**config.mk**
```make
export PLATFORM = sky130hd
export DESIGN_NAME = pic_ctrl_core
export DESIGN_NICKNAME = d
export VERILOG_FILES = /design/src/rtl/pic_ctrl_core.sv
export SDC_FILE = /design/constraint.sdc
export NUM_CORES = 1
export LEC_CHECK = 0
export ABC_AREA = 1
export CORE_ASPECT_RATIO = 1.2
export CORE_MARGIN = 3
export CORE_UTILIZATION = 29
export CTS_CLUSTER_DIAMETER = 150
export CTS_CLUSTER_SIZE = 16
export DETAILED_ROUTE_END_ITERATION = 12
export PLACE_DENSITY = 0.52
export SYNTH_ARGS = -nofsm -noshare
export SYNTH_HDL_FRONTEND = slang
export SYNTH_SLANG_ARGS = --single-unit
```
**constraint.sdc**
```tcl
create_clock -name clk -period 7.8 [get_ports clk]
set_input_delay 1.17 -clock clk [delete_from_list [all_inputs] [get_ports clk]]
set_output_delay 1.17 -clock clk [all_outputs]
set_load 0.02 [all_outputs]
```
**src/rtl/pic_ctrl_core.sv**
```systemverilog
// pic_ctrl_core: single-clock interrupt-controller core.
// Holds IRR/ISR, resolves the highest-priority unmasked request under a
// rotating priority scheme, runs the two-pulse INTA handshake, emits the
// vector, and services non-specific EOI, specific EOI and automatic EOI.
//
// Ports:
//   clk, rst_n       clock, asynchronous active-low reset
//   ir_req           synchronised interrupt request lines
//   ltim             1 = level-triggered, 0 = edge-triggered
//   aeoi_en          automatic EOI at the second INTA
//   imr              interrupt mask (1 = masked)
//   vec_base         vector base; low IDX_W bits replaced by the level
//   inta_pulse       one-cycle strobe per CPU INTA
//   eoi_cmd          EOI strobe, qualified by eoi_specific / eoi_level
//   rotate_en        rotate priority on EOI / AEOI clear
//   int_out          registered interrupt request to the CPU
//   vec_out          registered vector, qualified by vec_valid
//   irr, isr         request and in-service registers
//   low_prio         current lowest-priority level
module pic_ctrl_core #(
    parameter int unsigned  NUM_IR = 8,
    parameter int unsigned  VEC_W  = 8,
    localparam int unsigned IDX_W  = $clog2(NUM_IR)
) (
    input  logic              clk,
    input  logic              rst_n,
    input  logic [NUM_IR-1:0] ir_req,
    input  logic              ltim,
    input  logic              aeoi_en,
    input  logic [NUM_IR-1:0] imr,
    input  logic [VEC_W-1:0]  vec_base,
    input  logic              inta_pulse,
    input  logic              eoi_cmd,
    input  logic              eoi_specific,
    input  logic [IDX_W-1:0]  eoi_level,
    input  logic              rotate_en,
    output logic              int_out,
    output logic [VEC_W-1:0]  vec_out,
    output logic              vec_valid,
    output logic [NUM_IR-1:0] irr,
    output logic [NUM_IR-1:0] isr,
    output logic [IDX_W-1:0]  low_prio
);

    typedef enum logic [1:0] {
        ST_IDLE = 2'd0,
        ST_ACK1 = 2'd1,
        ST_ACK2 = 2'd2
    } state_e;

    state_e              state_q, state_d;
    logic [NUM_IR-1:0]   irr_q, irr_d;
    logic [NUM_IR-1:0]   isr_q, isr_d;
    logic [NUM_IR-1:0]   ir_prev_q;
    logic [IDX_W-1:0]    low_prio_q, low_prio_d;
    logic [IDX_W-1:0]    idx_q, idx_d;
    logic                spur_q, spur_d;
    logic                int_out_q, int_out_d;
    logic [VEC_W-1:0]    vec_out_q, vec_out_d;
    logic                vec_valid_q, vec_valid_d;

    logic [NUM_IR-1:0]   pend;
    logic                win_vld, top_vld;
    logic [IDX_W-1:0]    win_idx, top_idx;
    logic [IDX_W-1:0]    win_rank, top_rank;
    logic [NUM_IR-1:0]   isr_set, isr_clr, ack_clr;
    logic                int_force;

    // Low IDX_W bits of vec_base are replaced by the level number.
    logic                unused_vec_base_lsbs;
    assign unused_vec_base_lsbs = ^vec_base[IDX_W-1:0];

    assign pend = irr_q & ~imr;

    // Rotating-priority resolution; rank 0 is the highest priority.
    // Walk from lowest to highest so the last hit is the winner.
    always_comb begin
        logic [IDX_W-1:0] lvl;
        win_vld  = 1'b0;
        win_idx  = '0;
        win_rank = '0;
        top_vld  = 1'b0;
        top_idx  = '0;
        top_rank = '0;
        lvl      = '0;
        for (int i = NUM_IR - 1; i >= 0; i--) begin
            lvl = low_prio_q + IDX_W'(1) + IDX_W'(i);
            if (pend[lvl]) begin
                win_vld  = 1'b1;
                win_idx  = lvl;
                win_rank = IDX_W'(i);
            end
            if (isr_q[lvl]) begin
                top_vld  = 1'b1;
                top_idx  = lvl;
                top_rank = IDX_W'(i);
            end
        end
    end

    // Next-state, handshake, EOI and register update logic.
    always_comb begin
        state_d     = state_q;
        idx_d       = idx_q;
        spur_d      = spur_q;
        vec_out_d   = vec_out_q;
        vec_valid_d = 1'b0;
        low_prio_d  = low_prio_q;
        isr_set     = '0;
        isr_clr     = '0;
        ack_clr     = '0;

        // EOI uses the pre-update ISR for its top-level lookup.
        if (eoi_cmd) begin
            if (eoi_specific) begin
                isr_clr[eoi_level] = 1'b1;
                if (rotate_en) begin
                    low_prio_d = eoi_level;
                end
            end else if (top_vld) begin
                isr_clr[top_idx] = 1'b1;
                if (rotate_en) begin
                    low_prio_d = top_idx;
                end
            end
        end

        case (state_q)
            ST_IDLE: begin
                if (inta_pulse) begin
                    state_d = ST_ACK1;
                    if (win_vld) begin
                        idx_d            = win_idx;
                        spur_d           = 1'b0;
                        isr_set[win_idx] = 1'b1;
                        ack_clr[win_idx] = 1'b1;
                    end else begin
                        idx_d  = IDX_W'(NUM_IR - 1);
                        spur_d = 1'b1;
                    end
                end
            end
            ST_ACK1: begin
                if (inta_pulse) begin
                    state_d     = ST_IDLE;
                    vec_out_d   = {vec_base[VEC_W-1:IDX_W], idx_q};
                    vec_valid_d = 1'b1;
                    if (aeoi_en && !spur_q) begin
                        isr_clr[idx_q] = 1'b1;
                        if (rotate_en) begin
                            low_prio_d = idx_q;
                        end
                    end
                end
            end
            ST_ACK2: state_d = ST_IDLE;
            default: state_d = ST_IDLE;
        endcase

        // Set beats clear when both hit the same ISR bit.
        isr_d = (isr_q & ~isr_clr) | isr_set;

        // Acknowledge beats a simultaneous new edge or a held level.
        if (ltim) begin
            irr_d = ir_req & ~ack_clr;
        end else begin
            irr_d = (irr_q | (ir_req & ~ir_prev_q)) & ~ack_clr;
        end

        // INT is held low through the handshake and the vector cycle.
        int_force = inta_pulse || (state_q != ST_IDLE) || vec_valid_q;
        int_out_d = !int_force && win_vld && (!top_vld || (win_rank < top_rank));
    end

    // State and register bank.
    always_ff @(posedge clk or negedge rst_n) begin
        if (!rst_n) begin
            state_q     <= ST_IDLE;
            irr_q       <= '0;
            isr_q       <= '0;
            ir_prev_q   <= '0;
            low_prio_q  <= IDX_W'(NUM_IR - 1);
            idx_q       <= '0;
            spur_q      <= 1'b0;
            int_out_q   <= 1'b0;
            vec_out_q   <= '0;
            vec_valid_q <= 1'b0;
        end else begin
            state_q     <= state_d;
            irr_q       <= irr_d;
            isr_q       <= isr_d;
            ir_prev_q   <= ir_req;
            low_prio_q  <= low_prio_d;
            idx_q       <= idx_d;
            spur_q      <= spur_d;
            int_out_q   <= int_out_d;
            vec_out_q   <= vec_out_d;
            vec_valid_q <= vec_valid_d;
        end
    end

    assign int_out   = int_out_q;
    assign vec_out   = vec_out_q;
    assign vec_valid = vec_valid_q;
    assign irr       = irr_q;
    assign isr       = isr_q;
    assign low_prio  = low_prio_q;

endmodule

```
# Word level (Yosys, flattened, before mapping)
# Cells that the tools add are included.
# op_classes
addsub,8
magnitude_cmp,17
eq_ne,3
mux,114
bitwise_logic,12
n_reduce_logical,18
# op_table
cell,n
2-to-1 mux 3 bit,42
2-to-1 mux 8 bit,10
binary-select mux 1 bit (select 3 bit),16
< comparator 3 x 4 -> 1 bit (second input constant),12
bitwise AND 8 bit,5
2-to-1 mux 1 bit,39
NOT 8 bit,4
bitwise OR 8 bit,3
adder 3 bit (second input constant),4
demux 1 bit (select 3 bit),4
greater-or-equal comparator 3 x 1 -> 1 bit (second input constant),4
logical AND 1 bit,7
adder 3 x 1 -> 3 bit (second input constant),2
adder 3 x 2 -> 3 bit (second input constant),2
AND reduction 2 bit,3
2-to-1 mux 2 bit,2
!= test 2 bit (second input constant),2
one-hot mux 2 bit (2 select lines),1
zero test 1 bit,3
logical OR 1 bit,3
< comparator 3 bit,1
equality test 2 x 1 -> 1 bit (second input constant),1
zero test 2 bit,1
nonzero test 2 bit,1
# totals
ff_bits,43
in_bits,35
out_inout_bits,29
wordCells,182

# Longest topological paths before layout
# logic_depth
depth_word,26
ltp_mapped,27
mapped_depth_nobuf,24

# Least setup slack after synthesis
# No wires, ideal clock.
# synth_path
path_type,flip-flop to flip-flop
start,reg low_prio_q[0] (netlist: low_prio[0])
end,reg int_out_q (netlist: int_out)
setup_ns,0.084
arrival_ns,2.895
required_ns,7.716
path_slack_ns,4.821
path_stages_with_launch,22
path_buffers,3
period_less_slack_ns,2.979
path_cell_list,dfstp_2 -> inv_2 -> buf_2 -> ha_1 -> buf_2 -> inv_2 -> nand2_1 -> nand2_1 -> buf_4 -> nand2_1 -> nand2_1 -> nand2_1 -> nand2_2 -> nor2_2 -> a21oi_1 -> a211oi_1 -> ha_1 -> nand2_1 -> inv_1 -> nand2_1 -> nand2_1 -> a21boi_0
# synth_between
elab_chain_len,15
word_cells_on_any_way,77
# synth_rtl
item,line,text
"start, declared",55,"logic [IDX_W-1:0] low_prio_q, low_prio_d;"
"start signal, assigned",182,low_prio_q <= IDX_W'(NUM_IR - 1);
"start signal, assigned",193,low_prio_q <= low_prio_d;
adder 3 x 1 -> 3 bit *,87,lvl = low_prio_q + IDX_W'(1) + IDX_W'(i);
adder 3 bit,87,
"binary-select mux 1 bit (select 3 bit), on equally long branches","88, 93",
"2-to-1 mux 1 bit, on equally long branches","88, 93",
2-to-1 mux 3 bit (tied with other cells) (8 in a row),88,if (pend[lvl]) begin
< comparator 3 bit or zero test 1 bit (tied branches),172,int_out_d = !int_force && win_vld && (!top_vld || (win_rank < top_rank));
logical OR 1 bit,172,
logical AND 1 bit *,172,
named net int_out_d,58,"logic int_out_q, int_out_d;"
"end signal, assigned",196,int_out_q <= int_out_d;
"end, declared",58,
# The timed path passes the listed nets; every way through them passes the cells marked *. The select of a mux whose other input is x is not followed.
# A chain may end at the register's enable or synchronous reset.

# Worst setup path in the final report
# Ends and elaborated chain as after synthesis.

==> run metrics <==
status=finished, final reports clean; fin nets=690; CTS sink count=42; Clock Latency Late Sink=0.28 ns; fin crit share=60.2%; Chip Height=127 um; CTS tree=built; vias per cell=4.75; Async S/R FF share, synth=100%; pin count of the biggest net entering global routing=43; GRT Total Usage=16.5%; Most Frequent Cell on Critical Path=nand2_1; post-layout util=37.3%; ant diodes=0; DRT iter0 DRCs=177; Buf+Inv Stages, Crit Path=3; WP data required=8.00 ns; synth unique cells=34; initial antenna violation count=0; # rows=43; final WL=10900 um; critical path peak fanout=35; number of global-route vias before repair=3772; first-pass GRT wire length=18100 um; synthesized cell area=0.00356 sq mm; dpl hpwl=8830 um; syn_nets=640; P&R area growth vs syn=23.5%; clk root buf=clkbuf_16; Yosys warning count=0; CTS Buffer Depth=2; worst path cell trace=inv_2 -> ha_1 -> inv_2 -> nand2_1 -> nand2_1 -> nand2_1 -> nand2_1 -> nand2_1 -> nand2_2 -> nor2_2 -> a21oi_1 -> a211oi_1 -> ha_1 -> nand2_1 -> inv_1 -> nand2_1 -> nand2_1 -> a21boi_0; most frequent cells in the layout=nand2_1, inv_1, clkdlybuf4s50_1, nand3_1, a21oi_1; HP Class=flop to flop; DRC viols=0; clk_skew=0.00302 ns; Die X=107 um; FMAX=213 MHz; CP Class=flop to flop; DR WL/cell=13.5 um; clk slew on worst S/H paths=0.06 ns; Max stage delay cell, worst path=ha_1; antenna viol nets, final=0; CTS resizes=0; vias=3839; Core Box Area=0.0118 sq mm; max-slew violation count=0; Num CTS Buffers=5; most common cell after layout, fill and taps aside=nand2_1; routability cong.=0.875; post-layout min period=4.69 ns; number of flops mapped to enable cells by yosys=0; Least-Margin Pin Slew=0.945 ns; drt first pass iters=4; Slew headroom=37.0%; top_reg_cell synth=dfrtp_1; Hold Buf Count CTS=0; Setup Fix Bufs, Post-CTS=0; mean post-synth cell area=5.92 sq um; Startpoint Class=flop; Synth Register Bits=42; final setup fails=0; I/O pin count=64; H-tree Lvls=2; Fin Setup TNS=0 ns; Critical Path AT=4.90 ns; Seq/Total Area, Yosys=29.6%; Remaining Overflow, GRT=0; PortBufs=60; die area=0.0136 sq mm; RSZ-0062 raised after global routing=no; layout cells sized above 1=6.90%; # Max-Cap Violations=0; delay-heaviest family, CP=adder cells; Final Hold Violating Endpoints=0; CP endpoint kind=flop; initial core utilization=30.2%; Mapped Cells=601; Worst path max stage delay=0.97 ns
[final cells by class]
class	count	area, sq um
Timing Repair Buffer	60	596
Tap cell	157	196
Sequential cell	42	1050
Multi-Input combinational cell	467	2120
Inverter	75	282
Clock buffer	7	143
Fill cell	1306	7380
Clock inverter	1	5.00
[flip-flops by register name, summed over array words and instances (netlist names)]
name       cells
ir_prev_q      8
irr            8
isr            8
vec_out        8
idx_q          3
low_prio       3
int_out        1
spur_q         1
state_q        1
vec_valid      1
[path summary, 6_finish.rpt]
check	slack, ns	from	endpoint	depth (start not counted)
setup / recovery	3.11	low_prio[0]	int_out	18
hold / removal	0.48	vec_out[7]	vec_out[7]	2
setup reg to reg	3.11	low_prio[0]	int_out	18
hold reg to reg	0.48	vec_out[7]	vec_out[7]	2
max in group asynchronous	6.18	rst_n	isr[4]	1
min in group asynchronous	1.04	rst_n	ir_prev_q[0]	1
[worst register-to-register path, cell delays in order, from the launching register on]
cell	delay [ns]
dfstp_2	0.96
inv_2	0.37
ha_1	0.97
inv_2	0.31
nand2_1	0.13
nand2_1	0.30
nand2_1	0.17
nand2_1	0.09
nand2_1	0.10
nand2_2	0.10
nor2_2	0.19
a21oi_1	0.09
a211oi_1	0.23
ha_1	0.27
nand2_1	0.06
inv_1	0.03
nand2_1	0.05
nand2_1	0.05
a21boi_0	0.14
[routing by layer]
| metal | track usage, % | vias to the layer above | routed length [um] | part of all wire, % |
|---|---|---|---|---|
| li1 | - | 2003 | - | - |
| met1 | 20.9 | 1743 | 4810 | 44 |
| met2 | 28.7 | 79 | 5460 | 50 |
| met3 | 2.22 | 14 | 462 | 4.2 |
| met4 | 5.49 | 0 | 195 | 1.8 |
| met5 | 0 | - | 0 | 0 |
[stage by stage]
stage / cells / setup slack [ns] / hold WS [ns] / instance area [sq um]
4_1_cts: 809 / 3.10 / 0.481 / 4400
3_3_place_gp: 801 / 3.10 / 0.466 / 4250
5_1_grt: 809 / 2.60 / 0.527 / 4400
3_5_place_dp: 801 / 3.11 / 0.464 / 4250
2_1_floorplan: 601 / 4.82 / 0.493 / 3560
6_report: 809 / 3.11 / 0.478 / 4400
[Yosys cell counts (2+ instances only)]
cell,n,area [sq um]
nand2_1,261,980
inv_1,66,248
nand3_1,55,275
a21oi_1,40,200
dfrtp_1,39,976
nor2_1,30,113
o21ai_0,13,65.1
nand2_2,11,68.8
a22oi_1,9,67.6
inv_2,9,33.8
o21ai_1,8,40.0
nor2_2,7,43.8
o211ai_1,7,52.6
clkbuf_1,6,22.5
buf_4,5,37.5
buf_2,4,20.0
ha_1,4,50.1
nor3_1,4,20.0
dfstp_2,3,78.8
a31oi_1,2,12.5
buf_6,2,22.5
nand3_2,2,20.0
nand4_1,2,12.5
o21ai_2,2,17.5
[cell families after synthesis]
| group | after synthesis | share of synthesized area (%) |
|---|---|---|
| flip-flops | 42 | 29.6 |
| adder cells (fa/ha/maj) | 4 | 1.41 |
| AND/OR/NAND/NOR | 377 | 44.2 |
| AO/OA/AOI/OAI | 86 | 13.9 |
| buffers and inverters | 92 | 10.8 |
Power is not shown: default switching activity piles up to over one toggle a cycle in this logic, so the estimate is an artifact.
